===== config.mk =====
export PLATFORM = sky130hd
export DESIGN_NAME = cond_flag_unit
export DESIGN_NICKNAME = d
export VERILOG_FILES = /design/src/rtl/cond_flag_unit.sv
export SDC_FILE = /design/constraint.sdc
export NUM_CORES = 1
export LEC_CHECK = 0
export ABC_AREA = 0
export BUFFER_PORTS_ARGS = -buffer_cell sky130_fd_sc_hd__buf_2
export CAP_MARGIN = 20
export CORE_MARGIN = 5
export CORE_UTILIZATION = 43
export CTS_CLUSTER_DIAMETER = 50
export DETAILED_ROUTE_END_ITERATION = 8
export PLACE_DENSITY_LB_ADDON = 0.08
export SLEW_MARGIN = 20
export SYNTH_ARGS = -nofsm -noshare
export SYNTH_HDL_FRONTEND = slang
export SYNTH_SLANG_ARGS = --single-unit

===== constraint.sdc =====
create_clock -name clk -period 1.9 [get_ports clk]
set_clock_uncertainty 0.05 [all_clocks]
set_input_delay 0.095 -clock clk [delete_from_list [all_inputs] [get_ports clk]]
set_output_delay 0.095 -clock clk [all_outputs]
set_load 0.005 [all_outputs]

===== src/rtl/cond_flag_unit.sv =====
// ARM condition evaluation against the architectural NZCV register, with write gating,
// a one-entry valid/ready output stage and a saturating squash counter.
module cond_flag_unit #(
    parameter int unsigned CNT_W = 8
) (
    input  logic             clk,
    input  logic             reset,
    input  logic             in_valid,
    output logic             in_ready,
    input  logic [3:0]       cond,
    input  logic [1:0]       flag_w,
    input  logic [3:0]       alu_flags,
    input  logic             pcs,
    input  logic             reg_w,
    input  logic             mem_w,
    input  logic             no_write,
    output logic             out_valid,
    input  logic             out_ready,
    output logic             pc_src,
    output logic             reg_write,
    output logic             mem_write,
    output logic             cond_ex,
    output logic [3:0]       flags,
    output logic [CNT_W-1:0] squash_count
);

    logic flag_n, flag_z, flag_c, flag_v;
    logic cond_pass;
    logic accept;

    assign {flag_n, flag_z, flag_c, flag_v} = flags;
    assign in_ready = ~out_valid | out_ready;
    assign accept   = in_valid & in_ready;

    always_comb begin
        cond_pass = 1'b1;
        case (cond)
            4'b0000: cond_pass = flag_z;
            4'b0001: cond_pass = ~flag_z;
            4'b0010: cond_pass = flag_c;
            4'b0011: cond_pass = ~flag_c;
            4'b0100: cond_pass = flag_n;
            4'b0101: cond_pass = ~flag_n;
            4'b0110: cond_pass = flag_v;
            4'b0111: cond_pass = ~flag_v;
            4'b1000: cond_pass = flag_c & ~flag_z;
            4'b1001: cond_pass = ~flag_c | flag_z;
            4'b1010: cond_pass = (flag_n == flag_v);
            4'b1011: cond_pass = (flag_n != flag_v);
            4'b1100: cond_pass = ~flag_z & (flag_n == flag_v);
            4'b1101: cond_pass = flag_z | (flag_n != flag_v);
            default: cond_pass = 1'b1;
        endcase
    end

    // Flags only move on accepts, so an output held under stall never changes.
    always_ff @(posedge clk or posedge reset) begin
        if (reset) begin
            out_valid    <= 1'b0;
            pc_src       <= 1'b0;
            reg_write    <= 1'b0;
            mem_write    <= 1'b0;
            cond_ex      <= 1'b0;
            flags        <= '0;
            squash_count <= '0;
        end else if (accept) begin
            out_valid <= 1'b1;
            pc_src    <= pcs & cond_pass;
            reg_write <= reg_w & ~no_write & cond_pass;
            mem_write <= mem_w & cond_pass;
            cond_ex   <= cond_pass;
            if (cond_pass) begin
                if (flag_w[1]) flags[3:2] <= alu_flags[3:2];
                if (flag_w[0]) flags[1:0] <= alu_flags[1:0];
            end else if (squash_count != '1) begin
                squash_count <= squash_count + 1'b1;
            end
        end else if (out_ready) begin
            out_valid <= 1'b0;
        end
    end

endmodule


Yosys cells after proc, flatten, opt, wreduce, memory -nomap -nowiden:

Cells that the tools add are included.

* bitwise gates (word level): 17
* reductions and logical operators: 5
* add/sub/neg operators: 1
* eq/ne operators: 16
* muxes and demuxes: 3

Operators by type and width (number)
* $eq 4x4->1 const B: 6
* $eq 4x3->1 const B: 4
* $pmux 1 s14: 1
* $reduce_and 3->1: 3
* $add 8x1->8 const B: 1
* $eq 4x2->1 const B: 2
* $ne 8x8->1 const B: 1
* $and 1x1->1: 7
* $not 1->1: 7
* $eq 4x1->1 const B: 1
* $logic_not 4->1: 1
* $or 1x1->1: 3
* $mux 1: 2
* $reduce_bool 2->1: 1
* $eq 1x1->1: 1
* $ne 1x1->1: 1

* output and inout bits: 18
* bits of input ports: 18
* logic and storage cells: 50
* register bits: 17

Logic depth before layout (Yosys ltp):

* word-level depth: 5
* gate-level depth with buffers: 8
* gate-level depth less buffers: 6

Worst setup path before layout:

No wires, ideal clock.

* path kind: register -> register
* start: register flags[3]
* end: register squash_count[6]
* cell stages (with the launch flop): 8
* buffers on the path: 1
* library setup time: 125 ps
* path slack: -79 ps
* required time: 1725 ps
* clock period less this slack: 1979 ps
* arrival: 1804 ps
* cells stage by stage: dfrtp_1 -> xnor2_1 -> nand3_1 -> mux2_2 -> nor4_2 -> buf_4 -> nand3_2 -> mux2_4

* longest elaborated chain between the ends: 5
* elaborated cells on any way between the ends: 8
* classes of those cells: eq/ne: 2; mux: 1; bitwise: 4; reduce/logical: 1

Ends and longest elaborated chain
* start: declaration: line 23 `output logic [3:0] flags,`
* start signal: assignment: line 73 `if (flag_w[1]) flags[3:2] <= alu_flags[3:2];`
* $ne 1x1->1 / $eq 1x1->1 (equally long branches)
* $or 1x1->1 / $and 1x1->1 (equally long branches): line 51, 50
* $pmux 1 s14 (*): line 37 `case (cond)`
* $not 1->1 (no line) (*)
* $reduce_and 3->1 (no line) (*)
* end signal: assignment: line 76 `squash_count <= squash_count + 1'b1;`
* end: declaration: line 24 `output logic [CNT_W-1:0] squash_count`

Every way passes the cells marked *; elsewhere a longest branch is shown, timed or not.
A chain may end at the register's enable or synchronous reset.

Worst setup path after layout:

* start: register flags[0]
* end: register squash_count[1]

Same word-level chain as after synthesis.

==> impl_metrics.env <==
export IMPL_fin_cells=176
export IMPL_fp_row_count=17
export IMPL_ys_seq_elements=17
export IMPL_leakagePower_nw=0.701
export IMPL_io_buffers=35
export IMPL_min_path_type="in2reg"
export IMPL_crit_path_start_kind="flip-flop"
export IMPL_synth_top_cell_area_share_pct=43.2
export IMPL_clock_path_buffers=2
export IMPL_area_delta_synth_final_pct=44.1
export IMPL_status="complete, but fails checks"
export IMPL_synth_seq_area_share_pct=43.2
export IMPL_tightest_slew_ps=629
export IMPL_syn_inst=92
export IMPL_power_mw=1.57
export IMPL_hold_viol_final=0
export IMPL_crit_required_ps=2030
export IMPL_grt_antenna_before_repair=0
export IMPL_htreeDepth=1
export IMPL_drt_initial_drc_count=16
export IMPL_yosysTopAreaCell="dfrtp_1"
export IMPL_post_dp_hpwl_um=1690
export IMPL_clk_latency_ps=290
export IMPL_crit_type="reg2reg"
export IMPL_maxCapViolations=0
export IMPL_slowest_delay_ps=430
export IMPL_drc=0
export IMPL_cts_sinks=17
export IMPL_grtUsageTotal_pct=15.1
export IMPL_violations="setup timing"
export IMPL_worstPathArrival_ps=2070
export IMPL_netlist_top_cells_area="dfrtp_1 (43%), mux2_4 (9.1%), xnor2_1 (7.1%)"
export IMPL_dp_cells=160
export IMPL_clk_pin_slew_ps=100
export IMPL_dieArea_um2=3350
export IMPL_async_flop_share_pct=100
export IMPL_endpoint_kind="flip-flop"
export IMPL_synthFlopType="dfrtp_1"
export IMPL_syn_area_um2=985
export IMPL_final_util_pct=64.8
export IMPL_synth_common_cells="dfrtp_1 (17), xnor2_1 (8), nand3_1 (7)"
export IMPL_period_share_pct=102
export IMPL_slew_limit_headroom_pct=58.0
export IMPL_avgRoutedWirePerCell_um=13.2
export IMPL_worst_slack_ps=-37.7
export IMPL_nets=168
export IMPL_crit_slowest_cell="dfrtp_1"
export IMPL_synth_edf_count=0
export IMPL_antenna_cells=0
export IMPL_synthDistinctLibCells=31
export IMPL_clock_root_buffer="clkbuf_4"
export IMPL_slew_viol_final=0
export IMPL_num_vias=884
export IMPL_place_gp_congestion=0.827
export IMPL_ys_warn_count=0
export IMPL_cts_tree="built"
export IMPL_grt_pass1_wl_um=3920
export IMPL_max_freq_ghz=0.516
export IMPL_ioPinCount=36
export IMPL_ant_nets=0
export IMPL_die_y_um=57.9
export IMPL_die_w_um=57.9
export IMPL_dp_slack_ps=-58.7
export IMPL_p_per_area_nw_per_um2=1100
export IMPL_avgSynthCellArea_um2=10.7
export IMPL_grt_max_degree=18
export IMPL_rsz0062_at_grt="yes"
export IMPL_gr_total_overflow=0
export IMPL_min_period_ps=1940
export IMPL_path_cells="nor2b_4, o211ai_1, o311ai_2, nor4_4, buf_6, nand3_1, mux2_2"
export IMPL_grt_pass1_vias=902
export IMPL_ir_drop_v=0.000626
export IMPL_wirelength_um=2320
export IMPL_tns_ps=-158
export IMPL_nFillCells=186
export IMPL_viasPerCell=5.02
export IMPL_setup_violations=9
export IMPL_drive_above_1_share_pct=45.3
export IMPL_synth_most_common_cell="dfrtp_1"
export IMPL_initial_utilization_pct=44.9
export IMPL_core_area_um2=2190
export IMPL_dr_pass1_iters=4
export IMPL_cts_buffers=3
export IMPL_syn_num_nets=111
export IMPL_critical_path_max_fanout=8
-- per-stage QoR --
step | instance area [um^2] | hold WS (ps)
5_1_grt | 1420 | 47.0
6_report | 1420 | 55.3
3_3_place_gp | 1230 | 166
4_1_cts | 1380 | 45.5
2_1_floorplan | 988 | -28.9
3_5_place_dp | 1230 | 167
-- cells by family after synthesis --
| group | share of synthesized area, % |
|---|---|
| buffers and inverters | 3.94 |
| xor gates and xnor gates | 7.12 |
| and+or+nand+nor | 24.1 |
| muxes | 12.5 |
| adders and majority gates | 1.27 |
| AOI/OAI and AO/OA | 7.88 |
| DFF | 43.2 |
-- layout make-up --
type	count	area [um^2]	area share, %
Timing Repair Buffer	55	355	25.0
Clock inverter	1	5.00	0.353
Multi-Input combinational cell	68	561	39.5
Inverter	4	15.0	1.06
Clock buffer	3	22.5	1.59
Sequential cell	17	425	30.0
Tap cell	28	35.0	2.47
-- layout by cell type, fill, tap and decap left out, drive strengths merged --
cell type and instances:
o21ai 1, inv 4, nand2b 5, mux2i 1, a31oi 1, and2 2, a211oi 1, nor4b 2
nor2 4, nand3 9, nand2 5, a21oi 3, buf 46, a22o 2, nor4 1, o311ai 1
mux2 8, dfrtp 17, nor3b 1, ha 1, nor2b 2, dlygate4sd3 9, clkbuf 3, xnor2 8
o211ai 1, clkinv 1, nand4 2, and3 6, a32o 1
-- power by group --
group          total, mW  internal (mW)  switching (mW)
logic              0.783          0.471           0.312
clock network      0.188         0.0782           0.110
registers          0.596          0.477           0.119
-- critical path, delay by kind of cell, from the launching register on --
kind | cells | cell delay [ps]
compound gates | 2 | 360
simple gates | 3 | 530
buf+inv | 1 | 180
mux | 1 | 290
flops | 1 | 430
-- what timing repair did --
action | in CTS | in global routing
cloned | 0 | 0
hold endpoints to repair | 25 | 0
gates resized for setup | 3 | 6
endpoints found under the setup margin | 12 | 13
hold buffers | 9 | 0
pin swaps | 0 | 6
buffers inserted | 2 | 1
-- per-layer routing --
| metal | global-route usage (%) | up-vias | share of wire [%] |
|---|---|---|---|
| li1 | - | 438 | - |
| met1 | 19.1 | 414 | 44 |
| met2 | 25.0 | 30 | 49 |
| met3 | 3.12 | 2 | 5.9 |
| met4 | 5.96 | 0 | 0.78 |
| met5 | 0 | - | 0 |
-- state kept, by name (all words and copies together), names as in the netlist --
signal and cells:
reg_write 1, squash_count 8, cond_ex 1, out_valid 1, pc_src 1, mem_write 1
flags 4
-- path summary, 6_finish.rpt --
kind	start	end	depth (start not counted)	slack, ps
max in group asynchronous	reset	flags[3]	3	1010
max reg2reg	flags[0]	squash_count[1]	7	-40
max	flags[0]	squash_count[1]	7	-40
min in group asynchronous	reset	reg_write	3	380
min reg2reg	reg_write	reg_write	1	460
min	no_write	reg_write	3	60
No activity file was read; power rests on OpenSTA's default activity.
